==> config.mk <==
export PLATFORM = sky130hd
export DESIGN_NAME = mandel_frame_dispatcher_flat
export DESIGN_NICKNAME = d
export VERILOG_FILES = /design/src/rtl/mandel_frame_dispatcher_if.sv /design/src/rtl/mandel_frame_dispatcher.sv /design/src/flat_wrapper.sv
export SDC_FILE = /design/constraint.sdc
export NUM_CORES = 1
export LEC_CHECK = 0
export BUFFER_PORTS_ARGS = -buffer_cell sky130_fd_sc_hd__buf_2
export CAP_MARGIN = 10
export CORE_ASPECT_RATIO = 1.5
export CORE_MARGIN = 2
export CORE_UTILIZATION = 50
export DETAILED_ROUTE_END_ITERATION = 8
export HOLD_SLACK_MARGIN = 0.12
export PLACE_DENSITY = 0.77
export SLEW_MARGIN = 0
export SYNTH_ARGS = -nofsm -noshare
export SYNTH_HDL_FRONTEND = slang
export SYNTH_SLANG_ARGS = --single-unit
export TNS_END_PERCENT = 50
==> constraint.sdc <==
create_clock -name clk -period 2.3 [get_ports clk]
set_input_delay 0.23 -clock clk [delete_from_list [all_inputs] [get_ports clk]]
set_output_delay 0.23 -clock clk [all_outputs]
set_load 0.1 [all_outputs]
==> src/rtl/mandel_frame_dispatcher_if.sv <==
// rtl/mandel_frame_dispatcher_if.sv - iterator issue/result and frame-buffer write handshakes
// Master is the dispatcher side; slave is the iterator plus frame buffer.
interface mandel_frame_dispatcher_if #(
  parameter int ADDR_W = 19,
  parameter int ITER_W = 11,
  parameter int C_W    = 27
);
  logic              it_val;
  logic              it_rdy;
  logic [C_W-1:0]    it_c_r;
  logic [C_W-1:0]    it_c_i;
  logic              res_val;
  logic              res_rdy;
  logic [ITER_W-1:0] res_iter;
  logic              wr_en;
  logic              wr_rdy;
  logic [ADDR_W-1:0] wr_addr;
  logic [ITER_W-1:0] wr_data;

  modport master (
    output it_val, it_c_r, it_c_i, res_rdy, wr_en, wr_addr, wr_data,
    input  it_rdy, res_val, res_iter, wr_rdy
  );

  modport slave (
    input  it_val, it_c_r, it_c_i, res_rdy, wr_en, wr_addr, wr_data,
    output it_rdy, res_val, res_iter, wr_rdy
  );
endinterface

==> src/rtl/mandel_frame_dispatcher.sv <==
// rtl/mandel_frame_dispatcher.sv - raster walker feeding one Mandelbrot iterator and the frame buffer
// One pixel in flight: issue c, wait for its count, write it, then step c in 4.23 fixed point.
module mandel_frame_dispatcher #(
  parameter int H_RES  = 640,
  parameter int V_RES  = 480,
  parameter int ADDR_W = 19,
  parameter int ITER_W = 11
) (
  input  logic                      clk,
  input  logic                      reset,
  input  logic                      i_start,
  input  logic [26:0]               i_x_start,
  input  logic [26:0]               i_y_start,
  input  logic [26:0]               i_dx,
  input  logic [26:0]               i_dy,
  output logic                      o_busy,
  output logic                      o_done,
  mandel_frame_dispatcher_if.master io_bus
);

  localparam int C_W = 27;
  localparam int X_W = (H_RES > 1) ? $clog2(H_RES) : 1;
  localparam int Y_W = (V_RES > 1) ? $clog2(V_RES) : 1;
  localparam logic [X_W-1:0] X_LAST = X_W'(H_RES - 1);
  localparam logic [Y_W-1:0] Y_LAST = Y_W'(V_RES - 1);

  typedef enum logic [1:0] {
    S_IDLE,
    S_ISSUE,
    S_WAIT,
    S_WRITE
  } state_t;

  state_t            r_state;
  logic [C_W-1:0]    r_x_start;
  logic [C_W-1:0]    r_dx;
  logic [C_W-1:0]    r_dy;
  logic [C_W-1:0]    r_c_r;
  logic [C_W-1:0]    r_c_i;
  logic [X_W-1:0]    r_x;
  logic [Y_W-1:0]    r_y;
  logic [ADDR_W-1:0] r_addr;
  logic [ITER_W-1:0] r_data;
  logic              r_busy;
  logic              r_done;

  logic w_row_end;
  logic w_last_pixel;

  assign w_row_end    = (r_x == X_LAST);
  assign w_last_pixel = w_row_end && (r_y == Y_LAST);

  always_ff @(posedge clk) begin
    if (reset) begin
      r_state   <= S_IDLE;
      r_x_start <= '0;
      r_dx      <= '0;
      r_dy      <= '0;
      r_c_r     <= '0;
      r_c_i     <= '0;
      r_x       <= '0;
      r_y       <= '0;
      r_addr    <= '0;
      r_data    <= '0;
      r_busy    <= 1'b0;
      r_done    <= 1'b0;
    end else begin
      r_done <= 1'b0;
      case (r_state)
        // IDLE is also the done cycle, so a start there chains straight into the next frame.
        S_IDLE: begin
          if (i_start) begin
            r_x_start <= i_x_start;
            r_dx      <= i_dx;
            r_dy      <= i_dy;
            r_c_r     <= i_x_start;
            r_c_i     <= i_y_start;
            r_x       <= '0;
            r_y       <= '0;
            r_addr    <= '0;
            r_busy    <= 1'b1;
            r_state   <= S_ISSUE;
          end
        end
        S_ISSUE: begin
          if (io_bus.it_rdy) begin
            r_state <= S_WAIT;
          end
        end
        S_WAIT: begin
          if (io_bus.res_val) begin
            r_data  <= io_bus.res_iter;
            r_state <= S_WRITE;
          end
        end
        S_WRITE: begin
          if (io_bus.wr_rdy) begin
            r_addr <= r_addr + 1'b1;
            // c is stepped incrementally; rows restart from the latched column-0 value.
            if (w_row_end) begin
              r_x   <= '0;
              r_c_r <= r_x_start;
              r_y   <= r_y + 1'b1;
              r_c_i <= r_c_i + r_dy;
            end else begin
              r_x   <= r_x + 1'b1;
              r_c_r <= r_c_r + r_dx;
            end
            if (w_last_pixel) begin
              r_busy  <= 1'b0;
              r_done  <= 1'b1;
              r_state <= S_IDLE;
            end else begin
              r_state <= S_ISSUE;
            end
          end
        end
        default: r_state <= S_IDLE;
      endcase
    end
  end

  assign io_bus.it_val  = (r_state == S_ISSUE);
  assign io_bus.res_rdy = (r_state == S_WAIT);
  assign io_bus.wr_en   = (r_state == S_WRITE);
  assign io_bus.it_c_r  = r_c_r;
  assign io_bus.it_c_i  = r_c_i;
  assign io_bus.wr_addr = r_addr;
  assign io_bus.wr_data = r_data;
  assign o_busy         = r_busy;
  assign o_done         = r_done;

endmodule

==> src/flat_wrapper.sv <==
// flat-port wrapper written by rule: the top's interface ports become plain ports
module mandel_frame_dispatcher_flat 
#(
  parameter int H_RES  = 640,
  parameter int V_RES  = 480,
  parameter int ADDR_W = 19,
  parameter int ITER_W = 11
)
  (clk, reset, i_start, i_x_start, i_y_start, i_dx, i_dy, o_busy, o_done, io_bus_it_val, io_bus_it_c_r, io_bus_it_c_i, io_bus_res_rdy, io_bus_wr_en, io_bus_wr_addr, io_bus_wr_data, io_bus_it_rdy, io_bus_res_val, io_bus_res_iter, io_bus_wr_rdy);
  mandel_frame_dispatcher_if #(.ADDR_W(ADDR_W), .ITER_W(ITER_W)) io_bus_i ();
  input  logic clk;
  input  logic reset;
  input  logic i_start;
  input  logic [26:0] i_x_start;
  input  logic [26:0] i_y_start;
  input  logic [26:0] i_dx;
  input  logic [26:0] i_dy;
  output logic o_busy;
  output logic o_done;
  output wire logic [$bits(io_bus_i.it_val)-1:0] io_bus_it_val;
  output wire logic [$bits(io_bus_i.it_c_r)-1:0] io_bus_it_c_r;
  output wire logic [$bits(io_bus_i.it_c_i)-1:0] io_bus_it_c_i;
  output wire logic [$bits(io_bus_i.res_rdy)-1:0] io_bus_res_rdy;
  output wire logic [$bits(io_bus_i.wr_en)-1:0] io_bus_wr_en;
  output wire logic [$bits(io_bus_i.wr_addr)-1:0] io_bus_wr_addr;
  output wire logic [$bits(io_bus_i.wr_data)-1:0] io_bus_wr_data;
  input wire logic [$bits(io_bus_i.it_rdy)-1:0] io_bus_it_rdy;
  input wire logic [$bits(io_bus_i.res_val)-1:0] io_bus_res_val;
  input wire logic [$bits(io_bus_i.res_iter)-1:0] io_bus_res_iter;
  input wire logic [$bits(io_bus_i.wr_rdy)-1:0] io_bus_wr_rdy;
  assign io_bus_it_val = io_bus_i.it_val;
  assign io_bus_it_c_r = io_bus_i.it_c_r;
  assign io_bus_it_c_i = io_bus_i.it_c_i;
  assign io_bus_res_rdy = io_bus_i.res_rdy;
  assign io_bus_wr_en = io_bus_i.wr_en;
  assign io_bus_wr_addr = io_bus_i.wr_addr;
  assign io_bus_wr_data = io_bus_i.wr_data;
  assign io_bus_i.it_rdy = io_bus_it_rdy;
  assign io_bus_i.res_val = io_bus_res_val;
  assign io_bus_i.res_iter = io_bus_res_iter;
  assign io_bus_i.wr_rdy = io_bus_wr_rdy;
  mandel_frame_dispatcher #(.H_RES(H_RES), .V_RES(V_RES), .ADDR_W(ADDR_W), .ITER_W(ITER_W)) u_core (.clk(clk), .reset(reset), .i_start(i_start), .i_x_start(i_x_start), .i_y_start(i_y_start), .i_dx(i_dx), .i_dy(i_dy), .o_busy(o_busy), .o_done(o_done), .io_bus(io_bus_i));
endmodule
==> results.md, run 1 <==
* Antenna Nets Post-Route at 0
* Worst VDD drop at 0.7558 mV
* Crit path largest cell delay at 0.38 ns
* Syn nets at 1,531
* Setup-failing EPs final at 12
* HP Start: i_y_start[1]
* Mapped cell area at 0.01038 mm²
* Pint at 8.373 mW
* Gate Count Post-Synth at 1,345
* FF-to-FF path depth at 11
* Ports at 214
* Leak Pwr at 6.341 nW
* CTS tree: built
* Core Region at 0.02042 mm²
* Worst Setup End Kind: register
* Fmax at 388.0 MHz
* Congestion Overflow GR at 0
* Worst rel slew slack at 50.97%
* Yosys top cell area share at 36.26%
* Switch share at 47.97%
* Failing checks: negative setup slack
* First-pass GRT wire length at 55,590 µm
* Synth Warn # at 0
* Synth top area cells: dfxtp_1 (36%), nand2_1 (10%), a21oi_1 (9.2%)
* Tmin final at 2.578 ns
* Sequential Power Share at 27.9%
* DRC violations left at 0
* Total GRT Usage at 31.47%
* Path type of the worst setup path: reg -> reg
* Required time of the critical path at 2.61 ns
* Outcome: finished with violations
* Reg-to-Reg End: u_core.io_bus.it_c_r[22]$_SDFFE_PP0P_
* Sw power at 7.719 mW
* Worst Hold End: u_core.io_bus.it_c_i[1]$_SDFFE_PP0P_
* Mean Syn Cell Area at 7.717 µm²
* Hold WC Path Type: in -> reg
* EDFF count, synth at 0
* Commonest non-fill, non-tap cell in the layout: nand2_1
* Area of the die at 0.02195 mm²
* FF-to-FF setup slack at -0.28 ns
* Least-Margin Pin Slew at 0.7306 ns
* Die Wd at 121.6 µm
* Dpl cells at 1,839
* Starting DRT DRC Count at 952
* Hold Path Cell Cnt at 3
* Post-synth top area cell: dfxtp_1
* Comb pwr share at 53.1%
* Reg2reg start: u_core.io_bus.it_c_r[0]$_SDFFE_PP0P_
* Num rows at 64
* Final worst setup slack at -0.2776 ns
* Sequential element share of the synthesized area at 36.26%
* Port Buffers at 213
* FILL cells at 1,559
* CTS Buf Count at 17
* RSZ-0062 raised after global routing: yes
* Ys async rst share at 0%
* Clock transition at the registers of the reported paths at 0.08 ns
* Nets at 1,914
* Final cell count without fillers at 2,005
* Gpl congestion at 0.9236
* Synthesized flop and latch total at 188
* CTS H-tree depth at 4
* Vias per cell at 5.829
* Clock skew at 0.01567 ns
* Routed Wire Length at 35,680 µm
* Clock power frac at 18.9%
* Final worst path period share at 112.1%
* Crit path max-delay family: compound AO/OA/AOI/OAI gates
* Die Height at 180.5 µm
* CP cell instances: ha_4, inv_2, fa_2, nor2b_4, o2111ai_2, nand4_1, a41o_1, o31ai_1, a41oi_1, a2111oi_1, nor4_1
* Initial antenna violation count at 1
* Final Instance Area at 0.01480 mm²
* CP max-delay cell: a2111oi_1
* Clock latency on the worst-skew pair at 0.45 ns
* Top FF cell, synth: dfxtp_1
* DRT Pass-1 Iters at 7
* Pin count of the biggest net entering global routing at 60
* Bufs and invs on worst path at 1
* Vias at 11,690
* Most frequent cells in the layout: nand2_1 (272), buf_2 (212), a21oi_1 (177)
* Post-route setup TNS at -1.296 ns
* Share of post-route cells with drive strength above 1 at 28.60%
* Area after DPL at 0.01259 mm²
* CTS Buffer Depth at 2
* Number of diodes at 0
* Crit path max fanout at 4
* PD cells at 1087 mW/mm²
* Max-Cap Viols at 0
* CTS sink cnt at 188
* Final Hold Vio Count at 0
* Clock Tree Root: clkbuf_16
* Vias in the first global route at 11,790
* Initial Util at 50.83%
* DR WL/cell at 17.80 µm
* Max Transition Viols Final at 0
* CP Launch Type: register
* Detail Placement HPWL at 23,450 µm
* Worst EP arrival at 2.88 ns
* Area Overhead vs Synth at 42.63%
* Unique masters post-synth at 74
logic make-up after synthesis:
kind of cell               count (synthesis)  synth area share [%]
muxes                                      9                0.9042
AOI/OAI and AO/OA                        410                 24.33
and+or+nand+nor                          509                 21.84
xor gates and xnor gates                  61                 5.148
adders and majority gates                 61                 7.499
DFF                                      188                 36.26
buffers and inverters                    107                 4.015
synthesized netlist by cell type, types with 4 or more instances:
master and count:
buf_2 12, o21ai_1 15, nand3_1 23, a21o_1 24, a221oi_1 9, a31oi_1 7, a211oi_1 15, a22oi_1 18
nor2b_1 8, nor2_1 91, o21ai_0 49, o31ai_1 4, dfxtp_1 188, or3_1 14, xnor2_1 29, o211ai_1 20
a21oi_2 5, buf_1 10, nand2b_1 6, xor2_1 32, ha_1 59, nor3_1 25, a21oi_1 190, nand4_1 21
mux2i_1 8, o21a_1 9, nand2_1 276, o21bai_1 6, nor3b_1 6, clkbuf_1 59, and4_1 4, inv_1 24
and3_1 15
power groups by stage:
stage,combinational (mW),sequential [mW],clock [mW]
floorplan,3.62,6.71,0
global route,9.09,4.56,3.22
detailed placement,7.91,4.53,0
global placement,7.79,4.51,0
finish,8.55,4.50,3.05
CTS,8.23,4.47,3.07
area by class of cell:
type	count	area, µm²	area share [%]
Sequential cell	188	3911	26.42
Timing Repair Buffer	445	3184	21.51
Multi-Input combinational cell	1050	6675	45.09
Clock inverter	8	78.83	0.5325
Tap cell	264	330.3	2.231
Clock buffer	24	525.5	3.550
Inverter	26	97.59	0.6593
how the worst max path moves through the flow:
stage | from | endpoint | depth (start not counted)
final | u_core.io_bus.it_c_r[0]$_SDFFE_PP0P_ | u_core.io_bus.it_c_r[22]$_SDFFE_PP0P_ | 11
after detailed placement | u_core.r_dx[0]$_SDFFE_PP0P_ | u_core.io_bus.it_c_r[20]$_SDFFE_PP0P_ | 11
after global placement | u_core.r_dx[0]$_SDFFE_PP0P_ | u_core.io_bus.it_c_r[20]$_SDFFE_PP0P_ | 11
after CTS | u_core.io_bus.it_c_r[0]$_SDFFE_PP0P_ | u_core.io_bus.it_c_r[22]$_SDFFE_PP0P_ | 11
after floorplan | u_core.io_bus.it_c_r[19]$_SDFFE_PP0P_ | u_core.io_bus.it_c_r[22]$_SDFFE_PP0P_ | 10
after global routing | u_core.io_bus.it_c_r[0]$_SDFFE_PP0P_ | u_core.io_bus.it_c_r[22]$_SDFFE_PP0P_ | 11
repair_timing:
item	4_1_cts	5_1_grt
gates resized for setup	28	41
buffers inserted	5	12
hold endpoints to repair	117	2
endpoints found under the setup margin	23	50
pin swaps	21	31
hold buffers	115	2
routing by layer:
metal | track usage, % | up-vias | wire length [µm]
li1 | - | 5535 | -
met1 | 31.91 | 5536 | 12820
met2 | 57.46 | 457 | 18730
met3 | 6.614 | 158 | 1950
met4 | 19.63 | 2 | 2174
met5 | 0 | - | 12
stage by stage:
stage	power [mW]	utilization [%]	worst slack (ns)	hold WS [ns]
after floorplan	10.33	-	-0.1532	0.3483
after global placement	12.30	61.68	-0.1950	0.4378
after detailed placement	12.45	61.68	-0.2055	0.4438
after CTS	15.78	71.11	-0.1597	0.1142
after global routing	16.88	72.49	-0.4066	0.1336
final	16.09	72.49	-0.2776	0.1387
registers in the layout, indices dropped and copies added, names as in the netlist, 9 cells and up:
signal	count
u_core.r_x_start	27
u_core.r_dy	27
u_core.io_bus.it_c_r	27
u_core.io_bus.wr_addr	19
u_core.io_bus.wr_data	11
u_core.r_y	9
u_core.io_bus.it_c_i	27
u_core.r_x	10
u_core.r_dx	27
worst reg2reg max path, stage by stage, from the launching register on:
cell and delay (ns):
dfxtp_4 0.35, ha_4 0.15, inv_2 0.05, fa_2 0.23, nor2b_4 0.05, o2111ai_2 0.18, nand4_1 0.30, a41o_1 0.33
o31ai_1 0.24, a41oi_1 0.07, a2111oi_1 0.38, nor4_1 0.09
No activity file was read; power rests on OpenSTA's default activity.
==> inputs of run 2 (changes only) <==
--- a/config.mk
+++ b/config.mk
@@ -12,7 +12,7 @@
 export CORE_UTILIZATION = 50
 export DETAILED_ROUTE_END_ITERATION = 8
 export HOLD_SLACK_MARGIN = 0.12
-export PLACE_DENSITY = 0.77
+export PLACE_DENSITY = 0.74
 export SLEW_MARGIN = 0
 export SYNTH_ARGS = -nofsm -noshare
 export SYNTH_HDL_FRONTEND = slang
==> constraint.sdc (replaced) <==
create_clock -name clk -period 3.3 [get_ports clk]
set_input_delay 0.33 -clock clk [delete_from_list [all_inputs] [get_ports clk]]
set_output_delay 0.33 -clock clk [all_outputs]
set_load 0.1 [all_outputs]
==> run 2 against run 1 <==
  * The flow now finishes without violations
  * Routed wire length shrank 12%
  * Clock-buffer cell count is 2 lower
  * Cell count down 9.5%
  * Clock power down 29%
  * Non-clock buffer count shrank 193
  * Die area did not move
  * Via count down 10%
  * Highest routed layer is now met4
  * Sequential share of layout area rose by 3.8 points
  * Sequential power fell by 32%
  * First-iteration DRC count shrank 20%
  * Design area shrank 16%
  * Largest power group unchanged
  * Critical endpoint is now u_core.io_bus.it_c_r[20]$_SDFFE_PP0P_
  * Flip-flop and latch count did not move
==> results.md, run 2 (same netlist as run 1, synthesis figures left out) <==
* Worst Setup End Kind: register
* Worst EP arrival at 3.17 ns (+0.29 ns)
* Area after DPL at 0.01161 mm² (-7.8%)
* Nets at 1,721 (-10%)
* RSZ-0062 raised after global routing: no
* CTS Buf Count at 17 (unchanged)
* Antenna Nets Post-Route at 0 (unchanged)
* First-pass GRT wire length at 49,780 µm (-10%)
* Tmin final at 2.832 ns (+0.2546 ns)
* Crit path max-delay family: compound AO/OA/AOI/OAI gates
* Final Instance Area at 0.01244 mm² (-16%)
* Crit path max fanout at 4 (unchanged)
* Initial Util at 50.83% (unchanged)
* Vias at 10,490 (-10%)
* Required time of the critical path at 3.64 ns (+1.03 ns)
* Core Region at 0.02042 mm² (unchanged)
* CTS Buffer Depth at 2 (unchanged)
* Final Core Density at 60.93% (-12 points)
* Commonest non-fill, non-tap cell in the layout: nand2_1
* Vias per cell at 5.781 (-0.83%)
* Setup-failing EPs final at 0 (-12)
* Path type of the worst setup path: reg -> reg
* Hold Path Cell Cnt at 3 (unchanged)
* PD cells at 824.6 mW/mm² (-24%)
* Final Hold Vio Count at 0 (unchanged)
* CP cell instances: ha_1, inv_1, fa_1, nor2b_1, o2111ai_2, nand4_1, a31oi_1, o31ai_1, a21oi_1, xor2_1, a221oi_1
* Detail Placement HPWL at 22,580 µm (-3.7%)
* Area Overhead vs Synth at 19.88%
* Share of post-route cells with drive strength above 1 at 18.41% (-10 points)
* Worst VDD drop at 0.5719 mV (-24%)
* DRC violations left at 0 (unchanged)
* CTS H-tree depth at 4 (unchanged)
* Least-Margin Pin Slew at 1.137 ns (+0.4069 ns)
* Bufs and invs on worst path at 1 (unchanged)
* Max Transition Viols Final at 0 (unchanged)
* Die Wd at 121.6 µm (unchanged)
* Starting DRT DRC Count at 758 (-20%)
* HP Start: i_dx[10]
* Total GRT Usage at 28.12% (-3.4 points)
* Total chip power at 10.26 mW (-36%)
* Pin count of the biggest net entering global routing at 64 (+6.7%)
* Pre-CTS setup slack at 0.5439 ns (+0.7494 ns)
* Post-route setup TNS at 0 ns (+1.296 ns)
* Port Buffers at 213 (unchanged)
* CP Launch Type: register
* Die Height at 180.5 µm (unchanged)
* Post-CTS Setup Bufs at 0 (-5)
* Reg2reg start: u_core.io_bus.it_c_r[0]$_SDFFE_PP0P_
* Final worst path period share at 85.82% (-26 points)
* Reg-to-Reg End: u_core.io_bus.it_c_r[20]$_SDFFE_PP0P_
* Worst rel slew slack at 23.58% (-27 points)
* Most frequent cells in the layout: nand2_1 (275), buf_2 (212), a21oi_1 (190)
* Num rows at 64 (unchanged)
* FF-to-FF setup slack at 0.47 ns (+0.75 ns)
* Clock latency on the worst-skew pair at 0.43 ns (-0.02 ns)
* Clock skew at 0.01034 ns (-0.005334 ns)
* Crit path largest cell delay at 0.37 ns (about the same)
* Worst Hold End: u_core.r_dx[10]$_SDFFE_PP0P_
* Fmax at 353.1 MHz (-9.0%)
* Max-Cap Viols at 0 (unchanged)
* Clock transition at the registers of the reported paths at 0.07 ns (about the same)
* DRT Pass-1 Iters at 5 (-2)
* Ports at 214 (unchanged)
* Area of the die at 0.02195 mm² (unchanged)
* CTS sink cnt at 188 (unchanged)
* Clock Tree Root: clkbuf_16
* Congestion Overflow GR at 0 (unchanged)
* Hold WC Path Type: in -> reg
* Final worst setup slack at 0.4678 ns (+0.7454 ns)
* Gpl congestion at 0.9202 (-0.37%)
* Outcome: finished, final reports clean
* CTS tree: built
* Leak Pwr at 5.321 nW (-16%)
* CP max-delay cell: dfxtp_1
* FF-to-FF path depth at 11 (unchanged)
* Vias in the first global route at 10,060 (-15%)
* Routed Wire Length at 31,350 µm (-12%)
* DR WL/cell at 17.28 µm (-2.9%)
* Initial antenna violation count at 1 (unchanged)
run 2: cell count changes in the layout (fill, tap and decap cells not counted), moves of 5 or more:
cell / previous run / this run
dlygate4sd3_1: 117 / 21
buf_4: 106 / 18
dfxtp_1: 130 / 188
dfxtp_4: 30 / 0
dfxtp_2: 28 / 0
ha_4: 16 / 0
ha_1: 43 / 58
a21oi_1: 177 / 190
a21oi_2: 16 / 5
buf_6: 5 / 0
run 2: layout make-up:
class	instances	area [µm²]
clock inverters	10	137.6
flip-flops and latches	188	3764
multi-input cells	1050	6207
inverters	26	97.59
repair buffers	252	1426
diodes	2	5.005
clock buffers	22	474.2
well taps	264	330.3
fillers	1912	7978
run 2: worst reg2reg max path, stage by stage, from the launching register on:
cell       delay (ns)
dfxtp_1          0.37
ha_1             0.18
inv_1            0.06
fa_1             0.37
nor2b_1          0.28
o2111ai_2        0.19
nand4_1          0.21
a31oi_1          0.15
o31ai_1          0.28
a21oi_1          0.18
xor2_1           0.18
a221oi_1         0.30
run 2: routing by layer:
metal / vias to the layer above / routed length, µm / global-route usage, %
li1: 5133 / - / -
met1: 4923 / 11970 / 30.98
met2: 355 / 16640 / 52.61
met3: 76 / 1734 / 4.810
met4: 0 / 1011 / 10.80
met5: - / 0 / 0
run 2: what timing repair did:
action	in CTS	in global routing
hold buffers	21	0
resized for setup	0	0
endpoints found under the hold margin	21	0
run 2: worst max path at each step:
| stage | startpoint | endpoint | slack (ns) | cells past startpoint |
|---|---|---|---|---|
| 5_1_grt | u_core.io_bus.it_c_r[0]$_SDFFE_PP0P_ | u_core.io_bus.it_c_r[20]$_SDFFE_PP0P_ | 0.25 | 11 |
| 2_1_floorplan | u_core.io_bus.it_c_r[0]$_SDFFE_PP0P_ | u_core.io_bus.it_c_r[22]$_SDFFE_PP0P_ | 0.18 | 10 |
| 3_3_place_gp | u_core.io_bus.it_c_r[0]$_SDFFE_PP0P_ | u_core.io_bus.it_c_r[20]$_SDFFE_PP0P_ | 0.63 | 11 |
| 4_1_cts | u_core.io_bus.it_c_r[0]$_SDFFE_PP0P_ | u_core.io_bus.it_c_r[20]$_SDFFE_PP0P_ | 0.50 | 11 |
| 3_5_place_dp | u_core.r_state[1]$_SDFFE_PP0P_ | u_core.io_bus.it_c_r[24]$_SDFFE_PP0P_ | 0.54 | 10 |
| 6_report | u_core.io_bus.it_c_r[0]$_SDFFE_PP0P_ | u_core.io_bus.it_c_r[20]$_SDFFE_PP0P_ | 0.47 | 11 |
run 2: through the flow:
stage	instances	hold WS, ns
after global routing	1813	0.1264
after detailed placement	1759	0.4430
final	1814	0.1327
after CTS	1812	0.1200
after floorplan	1345	0.4319
after global placement	1759	0.4384
run 2: report_power, final:
part | internal (mW) | switching, mW | total, mW
Sequential | 2.70 | 0.343 | 3.04
Clock | 1.25 | 0.902 | 2.16
Combinational | 1.29 | 3.77 | 5.06
Total | 5.25 | 5.01 | 10.3
